**config.mk**
```make
export PLATFORM = sky130hd
export DESIGN_NAME = uart_tx_ctrl
export DESIGN_NICKNAME = d
export VERILOG_FILES = /design/src/rtl/uart_pkg.sv /design/src/rtl/uart_tx_shift.sv /design/src/rtl/uart_tx_ctrl.sv
export SDC_FILE = /design/constraint.sdc
export NUM_CORES = 1
export LEC_CHECK = 0
export BUFFER_PORTS_ARGS = -buffer_cell sky130_fd_sc_hd__buf_4
export CORE_UTILIZATION = 30
export DETAILED_ROUTE_END_ITERATION = 6
export RECOVER_POWER = 100
export SYNTH_ARGS = -nofsm -noshare
export SYNTH_HDL_FRONTEND = slang
export SYNTH_SLANG_ARGS = --single-unit
export TNS_END_PERCENT = 10
```
**constraint.sdc**
```tcl
create_clock -name CLK -period 1.93 [get_ports CLK]
set_input_delay 0 -clock CLK [delete_from_list [all_inputs] [get_ports CLK]]
set_output_delay 0 -clock CLK [all_outputs]
set_load 0.05 [all_outputs]
```
**src/rtl/uart_pkg.sv**
```systemverilog
// rtl/uart_pkg.sv - shared encodings for the UART transmit controller
// State codes, parity polarity constants and TX output mux selects.
package uart_pkg;

  localparam int STATE_W = 3;

  typedef enum logic [STATE_W-1:0] {
    S_IDLE   = 3'd0,
    S_START  = 3'd1,
    S_DATA   = 3'd2,
    S_PARITY = 3'd3,
    S_STOP1  = 3'd4,
    S_STOP2  = 3'd5
  } state_t;

  localparam logic PAR_EVEN = 1'b0;
  localparam logic PAR_ODD  = 1'b1;

  typedef enum logic [1:0] {
    SEL_START  = 2'd0,
    SEL_DATA   = 2'd1,
    SEL_PARITY = 2'd2,
    SEL_STOP   = 2'd3
  } tx_sel_t;

  // word_xor is the XOR reduction of the payload; odd parity inverts it
  function automatic logic parity_bit(input logic word_xor, input logic par_typ);
    return (par_typ == PAR_ODD) ? ~word_xor : word_xor;
  endfunction

endpackage

```
**src/rtl/uart_tx_shift.sv**
```systemverilog
// rtl/uart_tx_shift.sv - payload shift register and bit counter for the UART TX
// bit_out presents the next bit to send; done flags the last payload bit.
module uart_tx_shift #(
  parameter int DATA_WIDTH = 8
) (
  input  logic                  CLK,
  input  logic                  RST,
  input  logic                  load,
  input  logic [DATA_WIDTH-1:0] load_data,
  input  logic                  shift_en,
  input  logic                  cnt_en,
  output logic                  bit_out,
  output logic                  done
);

  localparam int CNT_W = $clog2(DATA_WIDTH);
  localparam logic [CNT_W-1:0] LAST = CNT_W'(DATA_WIDTH - 1);

  logic [DATA_WIDTH-1:0] sreg;
  logic [CNT_W-1:0]      cnt;

  always_ff @(posedge CLK or negedge RST) begin
    if (!RST) begin
      sreg <= '0;
      cnt  <= '0;
    end else if (load) begin
      sreg <= load_data;
      cnt  <= '0;
    end else begin
      if (shift_en) sreg <= {1'b0, sreg[DATA_WIDTH-1:1]};
      if (cnt_en)   cnt  <= cnt + CNT_W'(1);
    end
  end

  assign bit_out = sreg[0];
  assign done    = (cnt == LAST);

endmodule

```
**src/rtl/uart_tx_ctrl.sv**
```systemverilog
// rtl/uart_tx_ctrl.sv - UART transmit controller: FSM, parity and output mux
// Define UART_TX_BUF_EN to add a one-entry holding buffer for gapless back-to-back frames.
module uart_tx_ctrl
  import uart_pkg::*;
#(
  parameter int DATA_WIDTH = 8
) (
  input  logic                  CLK,
  input  logic                  RST,
  input  logic [DATA_WIDTH-1:0] P_DATA,
  input  logic                  DATA_VLD,
  output logic                  DATA_RDY,
  input  logic                  PAR_EN,
  input  logic                  PAR_TYP,
  input  logic                  STOP2,
  output logic                  TX_OUT,
  output logic                  BUSY
);

  state_t                state, next_state;
  tx_sel_t               tx_sel;
  logic                  tx_next;
  logic                  xfer, frame_load;
  logic [DATA_WIDTH-1:0] data_q, src_data;
  logic                  par_en_q, par_typ_q, stop2_q;
  logic                  src_par_en, src_par_typ, src_stop2;
  logic                  shift_bit, shift_done;

  assign xfer = DATA_VLD && DATA_RDY;

`ifdef UART_TX_BUF_EN
  logic [DATA_WIDTH-1:0] buf_data;
  logic                  buf_par_en, buf_par_typ, buf_stop2, buf_full;
  logic                  last_stop, load_from_buf, load_direct, buf_fill;

  assign last_stop     = (state == S_STOP1 && !stop2_q) || (state == S_STOP2);
  assign load_from_buf = last_stop && buf_full;
  assign load_direct   = xfer && ((state == S_IDLE) || (last_stop && !buf_full));
  assign buf_fill      = xfer && !load_direct;
  assign frame_load    = load_from_buf || load_direct;
  assign DATA_RDY      = !buf_full;

  assign src_data    = load_from_buf ? buf_data    : P_DATA;
  assign src_par_en  = load_from_buf ? buf_par_en  : PAR_EN;
  assign src_par_typ = load_from_buf ? buf_par_typ : PAR_TYP;
  assign src_stop2   = load_from_buf ? buf_stop2   : STOP2;

  always_ff @(posedge CLK or negedge RST) begin
    if (!RST) begin
      buf_full    <= 1'b0;
      buf_data    <= '0;
      buf_par_en  <= 1'b0;
      buf_par_typ <= 1'b0;
      buf_stop2   <= 1'b0;
    end else if (load_from_buf) begin
      buf_full <= 1'b0;
    end else if (buf_fill) begin
      buf_full    <= 1'b1;
      buf_data    <= P_DATA;
      buf_par_en  <= PAR_EN;
      buf_par_typ <= PAR_TYP;
      buf_stop2   <= STOP2;
    end
  end
`else
  assign DATA_RDY    = (state == S_IDLE);
  assign frame_load  = xfer;
  assign src_data    = P_DATA;
  assign src_par_en  = PAR_EN;
  assign src_par_typ = PAR_TYP;
  assign src_stop2   = STOP2;
`endif

  // Frame configuration is frozen at load so pin changes mid-frame are harmless
  always_ff @(posedge CLK or negedge RST) begin
    if (!RST) begin
      data_q    <= '0;
      par_en_q  <= 1'b0;
      par_typ_q <= 1'b0;
      stop2_q   <= 1'b0;
    end else if (frame_load) begin
      data_q    <= src_data;
      par_en_q  <= src_par_en;
      par_typ_q <= src_par_typ;
      stop2_q   <= src_stop2;
    end
  end

  uart_tx_shift #(.DATA_WIDTH(DATA_WIDTH)) u_shift (
    .CLK       (CLK),
    .RST       (RST),
    .load      (frame_load),
    .load_data (src_data),
    .shift_en  (next_state == S_DATA),
    .cnt_en    (state == S_DATA),
    .bit_out   (shift_bit),
    .done      (shift_done)
  );

  always_ff @(posedge CLK or negedge RST) begin
    if (!RST) begin
      state  <= S_IDLE;
      TX_OUT <= 1'b1;
      BUSY   <= 1'b0;
    end else begin
      state  <= next_state;
      TX_OUT <= tx_next;
      BUSY   <= (next_state != S_IDLE);
    end
  end

  always_comb begin
    next_state = state;
    case (state)
      S_IDLE:   if (frame_load) next_state = S_START;
      S_START:  next_state = S_DATA;
      S_DATA:   if (shift_done) next_state = par_en_q ? S_PARITY : S_STOP1;
      S_PARITY: next_state = S_STOP1;
      S_STOP1:  next_state = stop2_q ? S_STOP2 : (frame_load ? S_START : S_IDLE);
      S_STOP2:  next_state = frame_load ? S_START : S_IDLE;
      default:  next_state = S_IDLE;
    endcase
  end

  // The line register is loaded with the level belonging to the state being entered
  always_comb begin
    tx_sel = SEL_STOP;
    case (next_state)
      S_START:  tx_sel = SEL_START;
      S_DATA:   tx_sel = SEL_DATA;
      S_PARITY: tx_sel = SEL_PARITY;
      default:  tx_sel = SEL_STOP;
    endcase
    tx_next = 1'b1;
    case (tx_sel)
      SEL_START:  tx_next = 1'b0;
      SEL_DATA:   tx_next = shift_bit;
      SEL_PARITY: tx_next = parity_bit(^data_q, par_typ_q);
      default:    tx_next = 1'b1;
    endcase
  end

endmodule

```
After elaboration in Yosys (flattened, before gate mapping)
Cells that the tools add are included.
{"block": "word_totals", "reg_bits": 27, "latch_bits": 0, "ram_bits": 0, "mem_bits_ro": 0, "inputBits": 14, "output_inout_bits": 3, "n_memories": 0}
{"block": "op_classes", "addsub": 1, "multipliers": 0, "n_div": 0, "order_cmp": 0, "eq_ne": 11, "n_shift": 0, "n_mux": 13, "bitwise": 1, "reduce_logical": 7}
{"cell": "2-to-1 mux 3 bit", "n": 6}
{"cell": "case mux 3 bit (6 select lines)", "n": 1}
{"cell": "2-to-1 mux 8 bit", "n": 2}
{"cell": "equality test 3 x 2 -> 1 bit (second input constant)", "n": 4}
{"cell": "equality test 3 bit (second input constant)", "n": 3}
{"cell": "parity 8 bit", "n": 1}
{"cell": "equality test 3 x 1 -> 1 bit (second input constant)", "n": 2}
{"cell": "case mux 2 bit (3 select lines)", "n": 1}
{"cell": "nonzero test 2 bit", "n": 2}
{"cell": "adder 3 x 1 -> 3 bit (second input constant)", "n": 1}
{"cell": "zero test 3 bit", "n": 1}
{"cell": "case mux 1 bit (3 select lines)", "n": 1}
{"cell": "nonzero test 3 bit", "n": 1}
{"cell": "equality test 2 x 1 -> 1 bit (second input constant)", "n": 1}
{"cell": "equality test 2 bit (second input constant)", "n": 1}
{"cell": "zero test 2 bit", "n": 1}
{"cell": "2-to-1 mux 1 bit", "n": 2}
{"cell": "logical AND 1 bit", "n": 1}
{"cell": "inverter 1 bit", "n": 1}

Logic depth before layout (Yosys ltp)
{"block": "logic_depth", "depth_word": 9, "depth_mapped": 6}

Hierarchy
From an unflattened synthesis, not the netlist that was laid out.
{"block": "unflattened", "hier_cells": 102, "area_unflattened_um2": 1318.8}
{"module": "uart_tx_ctrl", "instances": 1, "cells_each": 57, "area_per_inst_um2": 770.7}
{"module": "uart_tx_shift", "instances": 1, "cells_each": 45, "area_per_inst_um2": 548.0}

Least setup slack after synthesis
Ideal clock, no wire load.
{"block": "synth_path", "path_kind": "reg2reg", "from": "reg state[2]", "to": "reg data_q[5]", "setup_time_ns": 0.125, "arrival_ns": 1.666, "path_slack_ns": 0.139, "path_stages_with_launch": 6, "path_buffers": 2, "period_less_slack_ns": 1.791, "path_cell_list": "dfrtp_1 > buf_6 > nor3_4 > nand2_4 > buf_6 > mux2_4"}
{"block": "synth_between", "elab_chain_cells": 2}
{"element": "start, declared", "line": "uart_tx_ctrl.sv:20", "rtl": "state_t state, next_state;"}
{"element": "start signal, assigned", "line": "uart_tx_ctrl.sv:106", "rtl": "state <= next_state;"}
{"element": "zero test 3 bit", "line": "uart_tx_ctrl.sv:66", "rtl": "assign DATA_RDY = (state == S_IDLE);"}
{"element": "via DATA_RDY", "line": "uart_tx_ctrl.sv:12", "rtl": "output logic DATA_RDY,"}
{"element": "logical AND 1 bit", "line": "uart_tx_ctrl.sv:29", "rtl": "assign xfer = DATA_VLD && DATA_RDY;"}
{"element": "end signal, assigned", "line": "uart_tx_ctrl.sv:82", "rtl": "data_q <= src_data;"}
{"element": "end, declared", "line": "uart_tx_ctrl.sv:24", "rtl": "logic [DATA_WIDTH-1:0] data_q, src_data;"}
The timed path passes the listed nets, and every way through them passes these cells.
A chain may end at the register's enable or synchronous reset.

Final worst setup path
{"block": "layout_path", "from": "reg u_shift.cnt[0]", "to": "reg u_shift.sreg[5]"}
{"block": "layout_between", "elab_chain_cells": 5}
{"element": "start, declared", "line": "uart_tx_shift.sv:20", "rtl": "logic [CNT_W-1:0] cnt;"}
{"element": "start signal, assigned", "line": "uart_tx_shift.sv:31", "rtl": "if (cnt_en) cnt <= cnt + CNT_W'(1);"}
{"element": "equality test 3 bit", "line": "uart_tx_shift.sv:36", "rtl": "assign done = (cnt == LAST);"}
{"element": "2-to-1 mux 3 bit", "line": "uart_tx_ctrl.sv:117", "rtl": "S_DATA: if (shift_done) next_state = par_en_q ? S_PARITY : S_STOP1;"}
{"element": "case mux 3 bit (6 select lines)", "line": "uart_tx_ctrl.sv:114", "rtl": "case (state)"}
{"element": "equality test 3 x 2 -> 1 bit", "line": "uart_tx_ctrl.sv:94", "rtl": ".shift_en (next_state == S_DATA),"}
{"element": "nonzero test 2 bit (no source line)"}
{"element": "end signal, assigned", "line": "uart_tx_shift.sv:27", "rtl": "sreg <= load_data;"}
{"element": "end signal, assigned", "line": "uart_tx_shift.sv:30", "rtl": "if (shift_en) sreg <= {1'b0, sreg[DATA_WIDTH-1:1]};"}
{"element": "end, declared", "line": "uart_tx_shift.sv:19", "rtl": "logic [DATA_WIDTH-1:0] sreg;"}
No other way between the ends.

==> impl_metrics.yaml <==
critical_path:
  worstSetupPathType: "flip-flop to flip-flop"
  critical_path_required_ns: 2.09
  arrival_ns: 1.99
  crit_path_end_kind: "flip-flop"
  cp_max_fo: 6
  start_kind: "flip-flop"
route:
  vias_per_cell: 4.720
  drt_wl_total_mm: 2.323
  dr_total_vias: 878
  ant_nets: 0
  post_drt_wl_per_cell_um: 12.49
  dr.first_iter.drc_count: 3
  drc: 0
  drt-pass1-iter-count: 3
final_layout:
  fin_util_pct: 38.67
  design_area_um2: 1569
  fin_nets: 153
  regArea_um2: 676.9
  num_antenna_cells: 0
  multi_input_area_um2: 545.5
  area_growth_syn_to_layout_pct: 21.75
  drive_gt1_share_pct: 23.53
  layout.cells.non_filler: 186
  fillers: 390
place:
  dp_hpwl_mm: 1.706
  gp_congestion: 0.7528
  placed_area_um2: 1440
  port-buffer-count: 16
  dpl.cell_count: 171
power_and_ir_drop:
  total_power_mw: 2.818
  p_per_area_nw_per_um2: 1796
  leakagePower_nw: 0.6974
  max-vdd-ir-drop_uv: 761.7
sta:
  rsz0062_at_grt: "false"
  tns_ns: 0
  min_period_ns: 1.826
  skew_ns: 0.004832
  drv_slew: 0
  post-route-period-util_pct: 94.62
  max-slew-margin-rel_pct: 4.135
  fmax_mhz: 547.6
  finalSetupViolations: 0
  hold_viol: 0
  worst_pin_slew_ns: 1.438
logic_synthesis:
  synth_top_area_share_pct: 50.49
  synth_seq_cells: 27
  yosys_warnings: 0
  synth_area_per_cell_um2: 11.93
  synth_ff_type: "dfrtp_1"
  syn-cell-area_um2: 1289
  ys_seq_area_share_pct: 52.52
  synthArstFlopShare_pct: 100.0
  yosysMostFrequentCell: "dfrtp_1"
  synth.largest_area_cell: "dfrtp_1"
  ys_types: 33
  synthTopCellsByArea: "dfrtp_1 50%, mux2_2 7.9%, nor2_1 4.7%"
  synth_cells: 108
  synth_top_cells_by_count: "26 x dfrtp_1, 16 x nor2_1, 9 x mux2_2, 6 x o22ai_1, 6 x xnor2_1"
  syn_nets: 124
  synth_edf_count: 0
clock_tree:
  cts_buffer_depth: 2
  worst_skew_pair.late_latency_ns: 0.26
  clk_pin_slew_worst_paths_ns: 0.09
  root_buffer: "clkbuf_8"
  htreeDepth: 1
  cts_made_buffers: 3
  cts_setup_buffers: 0
  cts_tree: "yes"
  cts_sinks: 27
hold_path:
  hold_path.class: "input pin to flip-flop"
floorplanning:
  dieWidth_um: 67.54
  io_pins: 17
  chipHeight_um: 67.54
  start_util_pct: 31.76
  core-area_um2: 4058
  dieArea_um2: 4562
  rows: 23
global_routing:
  grtUsageTotal_pct: 11.81
  grt_pass1_wl_mm: 4.015
  grt_max_degree: 28
  antenna_found_initial: 0
  gr-total-overflow: 0
  grt_pass1_vias: 901
status:
  outcome: "finished clean"
flow_run:
  cap_violations: 0
==> critical path, cell delays in order (launching register included) <==
cell and delay, ns:
dfrtp_1 0.40, ha_1 0.20, ha_1 0.21, or3b_4 0.42
a21o_1 0.26, o22ai_1 0.17, nor2_1 0.06
==> timing repair <==
action / CTS / global route
setup endpoints to repair: 0 / 1
gates resized for setup: 0 / 1
hold buffers: 11 / 0
endpoints found under the hold margin: 43 / 0
==> layout by cell type, fill, tap and decap left out <==
master         count
a21boi_0           1
dfrtp_1           26
a21oi_4            1
nand2_1            5
o22ai_1            5
xnor2_1            6
o21bai_1           1
and4bb_2           1
dlygate4sd3_1     11
a31oi_1            1
ha_1               2
clkbuf_1           4
a22oi_1            1
o21ai_0            3
o22ai_2            1
clkbuf_8           3
dfstp_2            1
nand3b_1           1
mux2_1             2
or3b_4             1
mux2_2             9
nand3_1            1
a21oi_1            2
xnor3_1            1
nor2b_1            1
mux2i_1            1
nor3_1             2
buf_4             13
nand2b_1           3
nor2_1            16
o221ai_1           1
a32o_1             2
clkbuf_2           1
inv_1              4
nand2_4            1
a21o_1             1
==> registers in the layout, summed over array words and instances, names as in the netlist <==
name	cells
u_shift.sreg	8
BUSY	1
par_typ_q	1
u_shift.cnt	3
state	3
data_q	8
par_en_q	1
stop2_q	1
TX_OUT	1
==> path summary, 6_finish.rpt <==
| check | slack (ns) | startpoint | to | cells past startpoint |
|---|---|---|---|---|
| max in group asynchronous | 0.48 | RST | data_q[4] | 2 |
| setup reg to reg | 0.10 | u_shift.cnt[0] | u_shift.sreg[5] | 6 |
| hold / removal | 0.05 | P_DATA[7] | data_q[7] | 3 |
| hold reg to reg | 0.51 | u_shift.cnt[1] | u_shift.cnt[1] | 1 |
| setup / recovery | 0.10 | u_shift.cnt[0] | u_shift.sreg[5] | 6 |
| min in group asynchronous | 0.60 | RST | data_q[1] | 2 |
==> through the flow <==
step	hold slack, ns	worst slack [ns]
floorplan	-0.2956	0.1385
global placement	-0.07700	0.1506
detailed placement	-0.07081	0.1129
global route	0.05873	0.01463
finish	0.04704	0.1039
CTS	0.04646	0.09925
==> cell families (layout without fill, tap and decap cells) <==
| family | count (synthesis) | in the layout | share of synthesized area (%) |
|---|---|---|---|
| adders and majority gates | 2 | 2 | 1.941 |
| xor gates and xnor gates | 7 | 7 | 5.825 |
| buffers and inverters | 8 | 36 | 4.174 |
| muxes | 12 | 12 | 10.97 |
| and+or+nand+nor | 32 | 32 | 13.40 |
| AOI/OAI and AO/OA | 20 | 20 | 11.17 |
| DFF | 27 | 27 | 52.52 |
==> layer usage <==
metal / track usage [%] / vias up / routed length, um
met5: 0 / - / 0
met4: 3.989 / 0 / 12
met3: 2.196 / 2 / 44
met2: 20.17 / 9 / 1190
met1: 14.80 / 434 / 1076
li1: - / 433 / -
==> power breakdown <==
part	leakage (nW)	switching (mW)	internal [mW]	total [mW]
logic	0.354	0.738	0.697	1.44
registers	0.321	0.216	0.859	1.07
clock network	0.0228	0.160	0.147	0.308
==> layout make-up <==
cell class | instances | share of cell area, %
multi-input combinational | 73 | 34.77
timing repair buffer | 28 | 14.27
sequential | 27 | 43.14
clock buffer | 4 | 2.871
inverter | 4 | 0.9569
tap | 50 | 3.987
Power figures use the tool's default switching activity.
